`config.mk`:
```
export PLATFORM = sky130hd
export DESIGN_NAME = uart_rx_byte_flat
export DESIGN_NICKNAME = d
export VERILOG_FILES = /design/src/rtl/uart_pkg.sv /design/src/rtl/uart_rx_byte_if.sv /design/src/rtl/sync_2ff.sv /design/src/rtl/uart_rx_byte.sv /design/src/flat_wrapper.sv
export SDC_FILE = /design/constraint.sdc
export NUM_CORES = 1
export LEC_CHECK = 0
export CAP_MARGIN = 10
export CORE_MARGIN = 8
export CORE_UTILIZATION = 55
export DETAILED_ROUTE_END_ITERATION = 6
export PLACE_DENSITY = 0.82
export SLEW_MARGIN = 20
export SYNTH_ARGS = -nofsm -noshare
export SYNTH_HDL_FRONTEND = slang
export SYNTH_HIERARCHICAL = 1
export SYNTH_SLANG_ARGS = --single-unit
export TNS_END_PERCENT = 5
```
`constraint.sdc`:
```
create_clock -name clk -period 2.5 [get_ports clk]
set_clock_uncertainty 0.15 [all_clocks]
set_input_delay 0.375 -clock clk [delete_from_list [all_inputs] [get_ports clk]]
set_output_delay 0.375 -clock clk [all_outputs]
set_load 0.05 [all_outputs]
```
`src/rtl/uart_pkg.sv`:
```
// uart_pkg: shared UART types, constants and baud-rate helper
package uart_pkg;
    localparam int UART_DATA_BITS = 8;
    typedef enum logic [2:0] {IDLE, START, DATA, STOP, BREAK} uart_state_e;
    function automatic int clks_per_bit(input int clk_hz, input int baud);
        return clk_hz / baud;
    endfunction
endpackage

```
`src/rtl/uart_rx_byte_if.sv`:
```
// uart_rx_byte_if: serial line in, received byte and status strobes out
// ports: rx (line), data (held byte), ready (byte strobe), frame_err (bad stop strobe), busy (frame in progress)
`timescale 1ns/1ps
interface uart_rx_byte_if;
    import uart_pkg::*;
    logic                      rx;
    logic [UART_DATA_BITS-1:0] data;
    logic                      ready;
    logic                      frame_err;
    logic                      busy;
    modport master (input rx, output data, ready, frame_err, busy);
    modport slave (output rx, input data, ready, frame_err, busy);
endinterface

```
`src/rtl/sync_2ff.sv`:
```
// sync_2ff: two-flop synchronizer for one asynchronous input
// ports: clk, rst (sync, active-high, loads RST_VAL), d (async in), q (synchronized out)
`timescale 1ns/1ps
module sync_2ff #(
    parameter logic RST_VAL = 1'b0
) (
    input  logic clk,
    input  logic rst,
    input  logic d,
    output logic q
);
    logic m;
    always_ff @(posedge clk) begin
        if (rst) begin
            m <= RST_VAL;
            q <= RST_VAL;
        end else begin
            m <= d;
            q <= m;
        end
    end
endmodule

```
`src/rtl/uart_rx_byte.sv`:
```
// uart_rx_byte: 8N1 LSB-first serial receiver with 3-sample majority vote per bit
// ports: clk, rst (sync, active-high), bus.master: rx in; data, ready, frame_err, busy out
`timescale 1ns/1ps
module uart_rx_byte
    import uart_pkg::*;
#(
    parameter int CLK_HZ       = 62500000,
    parameter int BAUD         = 115200,
    parameter int CLKS_PER_BIT = clks_per_bit(CLK_HZ, BAUD)
) (
    input logic            clk,
    input logic            rst,
    uart_rx_byte_if.master bus
);
    localparam int CW   = $clog2(CLKS_PER_BIT);
    localparam int HALF = CLKS_PER_BIT / 2;

    if (CLKS_PER_BIT < 8) begin : g_bad_rate
        $error("uart_rx_byte: CLKS_PER_BIT must be at least 8");
    end

    uart_state_e               state, state_n;
    logic                      rx_s, v0, v1, vote, at_vote, at_end, ready_n, ferr_n;
    logic [CW-1:0]             cnt;
    logic [2:0]                bit_idx;
    logic [UART_DATA_BITS-1:0] sr, data;
    logic                      ready, frame_err;

    sync_2ff #(.RST_VAL(1'b1)) u_sync (.clk(clk), .rst(rst), .d(bus.rx), .q(rx_s));

    assign at_vote = cnt == CW'(HALF + 1);
    assign at_end  = cnt == CW'(CLKS_PER_BIT - 1);
    // third sample is the live rx_s at HALF+1, so the vote is ready on that cycle
    assign vote    = (v0 & v1) | (v0 & rx_s) | (v1 & rx_s);

    assign bus.data      = data;
    assign bus.ready     = ready;
    assign bus.frame_err = frame_err;
    assign bus.busy      = state != IDLE;

    always_ff @(posedge clk) begin
        if (rst) state <= IDLE;
        else     state <= state_n;
    end

    always_comb begin
        state_n = state;
        ready_n = 1'b0;
        ferr_n  = 1'b0;
        case (state)
            IDLE:  state_n = rx_s ? IDLE : START;
            START: state_n = (at_vote && vote) ? IDLE : at_end ? DATA : START;
            DATA:  state_n = (at_end && bit_idx == 3'(UART_DATA_BITS - 1)) ? STOP : DATA;
            // decide mid-cell so a following start bit in the late stop cell is not missed
            STOP: begin
                state_n = at_vote ? (vote ? IDLE : BREAK) : STOP;
                ready_n = at_vote && vote;
                ferr_n  = at_vote && !vote;
            end
            BREAK:   state_n = rx_s ? IDLE : BREAK;
            default: state_n = IDLE;
        endcase
    end

    always_ff @(posedge clk) begin
        if (rst) begin
            cnt       <= '0;
            bit_idx   <= '0;
            sr        <= '0;
            v0        <= 1'b1;
            v1        <= 1'b1;
            data      <= '0;
            ready     <= 1'b0;
            frame_err <= 1'b0;
        end else begin
            ready     <= ready_n;
            frame_err <= ferr_n;
            cnt       <= (state == IDLE || state == BREAK || at_end) ? '0 : cnt + 1'b1;
            if (cnt == CW'(HALF - 1)) v0 <= rx_s;
            if (cnt == CW'(HALF)) v1 <= rx_s;
            if (state == DATA && at_vote) sr <= {vote, sr[UART_DATA_BITS-1:1]};
            if (state == START) bit_idx <= '0;
            else if (state == DATA && at_end && bit_idx != 3'(UART_DATA_BITS - 1)) bit_idx <= bit_idx + 3'd1;
            if (ready_n) data <= sr;
        end
    end
endmodule

```
`src/flat_wrapper.sv`:
```
// flat-port wrapper written by rule: the top's interface ports become plain ports
module uart_rx_byte_flat import uart_pkg::*;
#(
    parameter int CLK_HZ       = 62500000,
    parameter int BAUD         = 115200,
    parameter int CLKS_PER_BIT = clks_per_bit(CLK_HZ, BAUD)
)
  (clk, rst, bus_rx, bus_data, bus_ready, bus_frame_err, bus_busy);
  uart_rx_byte_if bus_i ();
  input logic clk;
  input logic rst;
  input wire logic [$bits(bus_i.rx)-1:0] bus_rx;
  output wire logic [$bits(bus_i.data)-1:0] bus_data;
  output wire logic [$bits(bus_i.ready)-1:0] bus_ready;
  output wire logic [$bits(bus_i.frame_err)-1:0] bus_frame_err;
  output wire logic [$bits(bus_i.busy)-1:0] bus_busy;
  assign bus_i.rx = bus_rx;
  assign bus_data = bus_i.data;
  assign bus_ready = bus_i.ready;
  assign bus_frame_err = bus_i.frame_err;
  assign bus_busy = bus_i.busy;
  uart_rx_byte #(.CLK_HZ(CLK_HZ), .BAUD(BAUD), .CLKS_PER_BIT(CLKS_PER_BIT)) u_core (.clk(clk), .rst(rst), .bus(bus_i));
endmodule
```
==> results of run 1 <==
## cell type report
| class | instances | share of cell area |
|---|---|---|
| flip-flops and latches | 38 | 0.388 |
| multi-input cells | 134 | 0.457 |
| clock buffers | 6 | 0.0261 |
| clock inverters | 1 | 0.0153 |
| repair buffers | 15 | 0.0740 |
| inverters | 6 | 0.0115 |
| well taps | 44 | 0.0281 |
## synthesized netlist by cell type, drive strengths merged, types with 2 or more instances
library cell	count
or2	3
ha	6
mux2i	12
inv	6
a21oi	9
clkbuf	6
and3	2
and4	3
nor2	25
nand3b	2
nand3	16
nor2b	2
nand2	4
xnor2	6
nand2b	5
buf	5
nor4b	2
nor4	4
nand4	3
a31oi	2
or3	3
dfxtp	38
nor3	4
xor2	3
o21ai	11
## how the worst min path moves through the flow
stage | end | slack [ns] | cells after the start
floorplan | u_core/u_sync/q | 0.24 | 1
global placement | u_core/u_sync/q | 0.24 | 1
detailed placement | u_core/u_sync/q | 0.25 | 1
CTS | u_core/u_sync/q | 0.28 | 1
global route | u_core/u_sync/q | 0.28 | 1
finish | u_core/u_sync/q | 0.27 | 1
## sequential cells by signal, indices dropped and copies added (netlist names)
signal and flops:
u_core/bus.frame_err 1, u_core/state 3, u_core/u_sync/q 1, u_core/cnt 10
u_core/u_sync/m 1, u_core/bit_idx 3, u_core/sr 8, u_core/v0 1
u_core/v1 1, u_core/bus.ready 1, u_core/bus.data 8
## metal layers
| layer | wire length, um | vias up | GRT usage |
|---|---|---|---|
| met2 | 1570 | 34 | 0.216 |
| met4 | 97 | 0 | 0.0711 |
| met5 | 0 | - | 0 |
| met3 | 179 | 13 | 0.0523 |
| li1 | - | 679 | - |
| met1 | 1460 | 667 | 0.161 |
## through the flow
stage	hold WS [ns]	area [um2]
after floorplan	0.235	1750
after global placement	0.238	1880
after detailed placement	0.251	1880
after CTS	0.277	1960
after global routing	0.284	1960
final	0.271	1960
## critical path: stages, from the launching register on
cell,delay (ns)
dfxtp_1,0.39
or3_1,0.42
clkdlybuf4s50_1,0.72
## cell families after synthesis
family | after synthesis | synth area share
flops | 38 | 0.435
fa+ha+maj | 6 | 0.0429
xor+xnor | 9 | 0.0451
simple gates | 81 | 0.275
compound gates | 26 | 0.0816
buf+inv | 17 | 0.0515
mux | 12 | 0.0687
## where the power goes
group | switching, mW | total (mW) | internal, mW
registers | 0.00374 | 0.612 | 0.608
clock network | 0.186 | 0.419 | 0.233
logic | 0.0178 | 0.0291 | 0.0113
==> metrics.cfg, run 1 <==
[clock_tree]
clock_tree.root_cell = clkbuf_4
clock_path_buffers = 2
post_cts_resized = 0
cts.sinks = 38
cts_made_buffers = 5
ctsHoldBuffers = 0
cts_max_level = 2
postCtsSetupBuffers = 0
clk_latency_ns = 0.34
cts_tree = done
clk_pin_slew_ns = 0.11

[pwr]
power.leakage_nw = 0.734
peakVddDrop_uv = 400
power_mw = 1.06
power_density_nw_per_um2 = 540

[route]
wire_per_inst_um = 13.6
drc = 0
drt_wl_total_um = 3310
firstDrtPassIters = 4
antenna_left = 0
viasPerCell = 5.71
vias = 1393
drtIter0Drc = 78

[floorplanning]
die_y_um = 72.4
row_count = 20
die_area_um2 = 5240
die_w_um = 72.4
initial_core_util = 0.577
coreArea_um2 = 3030
ios = 14

[synth]
synth-main-ff-cell = dfxtp_1
yosysWarnings = 6
yosys-top-cells-area = dfxtp_1, mux2i_1, nand3_1, ha_1, nor2_1
synth_edf_count = 0
synth_top_area_share = 0.435
ys_ff_latch = 38
syn_inst = 189
synth.distinct_cells = 40
synthArstFlopShare = 0
synth_nets = 198
synth.cell_area_um2 = 1750
synth_top_area_cell = dfxtp_1
yosysSeqAreaShare = 0.435
synth_area_per_cell_um2 = 9.25

[placement]
port_buffers = 13
placed_cells = 237
dpl_worst_slack_ns = 0.476
hpwl_um = 2390
gp_congestion = 0.851

[final_layout]
num_antenna_cells = 0
fillers = 241
fin_util = 0.648
layout_common_cells = dfxtp_1, nand3_1, nor2_1
layoutNonFillerInstCount = 244
drive_above_1_share = 0.120
multi_input_area_um2 = 897
final_common_cell = dfxtp_1
fin_nets = 209
syn_to_final_growth_pct = 12.2
seq_area_um2 = 761

[sta]
rsz0062_at_grt = no
period_share = 0.960
final.setup.tns_ns = 0
max_freq_ghz = 0.417
hold_violations = 0
period_needed_ns = 2.40
slew_violations = 0
setup_viol = 0
max-slew-margin-rel = 0.635
layout_setup_ws_ns = 0.100
tightest_slew_ns = 0.548

[worst_setup_path]
cp-end-kind = output port
r2r-start = u_core/cnt[1]
path_max_fanout = 9
crit_type = flop to output port
r2r_end = u_core/cnt[3]
r2r_setup_slack_ns = 0.47
cp_data_required_time_ns = 1.98
r2r_cells = 6
startpoint = u_core/state[2]
start_kind = flop
cp_data_arrival_time_ns = 1.87
endpoint = bus_busy

[global_route]
grt_pass1_vias = 1261
antenna_found_initial = 0
grt_max_degree = 26
grt_use_total = 0.138
grt_pass1_wl_um = 5730
overflow = 0

[hold_path]
hold_path_class = flop to flop
min-delay-start = u_core/u_sync/m

[flow_run]
maxCapViolCount = 0

[outcome]
status = completed

Note: power is estimated with default switching activity, not from simulation.
==> run 2, diff against run 1 <==
--- a/config.mk
+++ b/config.mk
@@ -5,6 +5,7 @@
 export SDC_FILE = /design/constraint.sdc
 export NUM_CORES = 1
 export LEC_CHECK = 0
+export ABC_AREA = 1
 export CAP_MARGIN = 10
 export CORE_MARGIN = 8
 export CORE_UTILIZATION = 55
==> metrics.cfg, run 2 <==
[worst_setup_path]
cp-end-kind = output port
crit_buf_inv = 1  ; unchanged
crit_type = flop to output port
cp_data_required_time_ns = 1.98  ; about the same
max_stage_delay_ns = 0.80  ; +0.08 ns
cp_data_arrival_time_ns = 1.73  ; -0.14 ns
cp_top_family = buffers and inverters
r2r_setup_slack_ns = 0.78  ; +0.31 ns
critical_path.cell_chain = nor2_1 -> nand2_1 -> clkdlybuf4s50_1
slowest_stage = clkdlybuf4s50_1
start_kind = flop
path_max_fanout = 4  ; -5

[synth]
yosysMostFrequentCell = nand2_1
synthArstFlopShare = 0  ; unchanged
synthTopCellsByCount = nand2_1, dfxtp_1, inv_1
yosys-top-cells-area = dfxtp_1, nand2_1, inv_1, a21oi_1, nor2_1
synth.cell_area_um2 = 1700  ; -2.5%
synth.distinct_cells = 25  ; -38%
synth_edf_count = 0  ; unchanged
ys_ff_latch = 38  ; unchanged
syn_inst = 226  ; +20%
synth_top_area_cell = dfxtp_1
synth-main-ff-cell = dfxtp_1
synth_nets = 235  ; +19%
synth_top_area_share = 0.446  ; +0.0112
yosysWarnings = 6  ; unchanged
synth_area_per_cell_um2 = 7.54  ; -18%
yosysSeqAreaShare = 0.446  ; +0.0112

[sta]
max-slew-margin-rel = 0.656  ; +0.0218
fin_hold_ws_ns = 0.265  ; -0.00594 ns
final.setup.tns_ns = 0  ; unchanged
layout_setup_ws_ns = 0.249  ; +0.149 ns
tightest_slew_ns = 0.514  ; -0.0343 ns
rsz0062_at_grt = no
hold_violations = 0  ; unchanged
setup_viol = 0  ; unchanged
slew_violations = 0  ; unchanged
period_needed_ns = 2.25  ; -0.149 ns
max_freq_ghz = 0.444  ; +6.6%
period_share = 0.901  ; -0.0595

[floorplanning]
die_area_um2 = 5140  ; -2.0%
row_count = 20  ; unchanged
initial_core_util = 0.567  ; -0.00977
coreArea_um2 = 3000  ; -0.83%
die_w_um = 71.7  ; -0.98%
die_y_um = 71.7  ; -0.98%
ios = 14  ; unchanged

[clock_tree]
cts_tree = done
cts_made_buffers = 5  ; unchanged
cts.sinks = 38  ; unchanged
post_cts_resized = 0  ; unchanged
cts_max_level = 2  ; unchanged
clock_tree.root_cell = clkbuf_4
clk_latency_ns = 0.35  ; about the same
clock_path_buffers = 2  ; unchanged
ctsHoldBuffers = 0  ; unchanged
postCtsSetupBuffers = 0  ; unchanged
clk_pin_slew_ns = 0.11  ; about the same

[route]
wire_per_inst_um = 11.7  ; -14%
viasPerCell = 5.14  ; -10%
antenna_left = 0  ; unchanged
drc = 0  ; unchanged
firstDrtPassIters = 4  ; unchanged
drt_wl_total_um = 3250  ; -1.6%
vias = 1429  ; +2.6%
drtIter0Drc = 123  ; +58%

[outcome]
status = completed

[pwr]
power_mw = 1.06  ; -0.37%
power_density_nw_per_um2 = 544  ; +0.66%
peakVddDrop_uv = 429  ; +7.2%
power.leakage_nw = 0.771  ; +5.0%

[placement]
hpwl_um = 2370  ; -1.1%
gp_congestion = 0.895  ; +5.2%
port_buffers = 13  ; unchanged
dpl_worst_slack_ns = 0.629  ; +0.153 ns

[global_route]
grt_pass1_vias = 1299  ; +3.0%
grt_pass1_wl_um = 5550  ; -3.0%
antenna_found_initial = 0  ; unchanged
overflow = 0  ; unchanged
grt_use_total = 0.136  ; -0.00175
grt_max_degree = 17  ; -35%

[final_layout]
reg.largest.list = u_core/cnt (10), u_core/bus.data (8), u_core/sr (8)
syn_to_final_growth_pct = 13.9
drive_above_1_share = 0.0816  ; -0.0384
largest-register = u_core/cnt
fillers = 273  ; +13%
final_common_cell = nand2_1
fin_nets = 253  ; +21%
num_antenna_cells = 0  ; unchanged
layout_common_cells = nand2_1, dfxtp_1, inv_1
largest_reg_flops = 10  ; unchanged

[hold_path]
hold_path_class = flop to flop

[flow_run]
maxCapViolCount = 0  ; unchanged

[run 2: cell types whose count changed in the layout (fill, tap and decap cells not counted), sizes merged, moves of 5 or more]
| cell | before | now |
|---|---|---|
| a21oi | 9 | 24 |
| mux2i | 12 | 0 |
| inv | 6 | 39 |
| nand2 | 4 | 42 |
| nand2b | 5 | 0 |
| xnor2 | 6 | 1 |
[run 2: layer usage]
metal  track usage  wire [um]  part of all wire  vias to the layer above
met2         0.215       1470              0.45                       25
met3        0.0544        151             0.046                        7
met5             0          0                 0                        -
met1         0.158       1570              0.48                      633
met4        0.0635         66             0.020                        0
li1              -          -                 -                      764
[run 2: worst paths after layout]
check                        from            endpoint  cells past startpoint
setup / recovery  u_core/state[0]            bus_busy                      3
hold / removal    u_core/u_sync/m     u_core/u_sync/q                      2
setup reg to reg    u_core/cnt[0]  u_core/bus.data[5]                      7
hold reg to reg   u_core/u_sync/m     u_core/u_sync/q                      2
[run 2: through the flow]
step | cells | cell area (um2) | utilization
floorplan | 226 | 1700 | -
global placement | 270 | 1860 | 0.621
detailed placement | 270 | 1860 | 0.621
CTS | 278 | 1940 | 0.647
global route | 278 | 1940 | 0.647
finish | 278 | 1940 | 0.647
[run 2: area by class of cell]
type / instances / area (um2) / share of cell area
inverters: 39 / 146 / 0.0754
flip-flops and latches: 38 / 761 / 0.392
multi-input cells: 145 / 771 / 0.397
clock buffers: 5 / 37.5 / 0.0193
well taps: 33 / 41.3 / 0.0213
repair buffers: 15 / 145 / 0.0747
clock inverters: 3 / 40.0 / 0.0206
[run 2: tightest hold or removal path, delay by kind of cell (launching register included)]
| family | cells | cell delay, ns |
|---|---|---|
| buffers and inverters | 1 | 0.03 |
| DFF | 1 | 0.32 |
| and+or+nand+nor | 1 | 0.04 |
[run 2: logic make-up after synthesis]
logic type | synth area share
simple gates | 0.280
buf+inv | 0.101
compound gates | 0.123
flops | 0.446
fa+ha+maj | 0.0441
xor+xnor | 0.00514
[run 2: where the power goes]
part,internal [mW],total (mW),switching (mW)
logic,0.0116,0.0342,0.0225
clock network,0.207,0.411,0.204
registers,0.608,0.610,0.00230
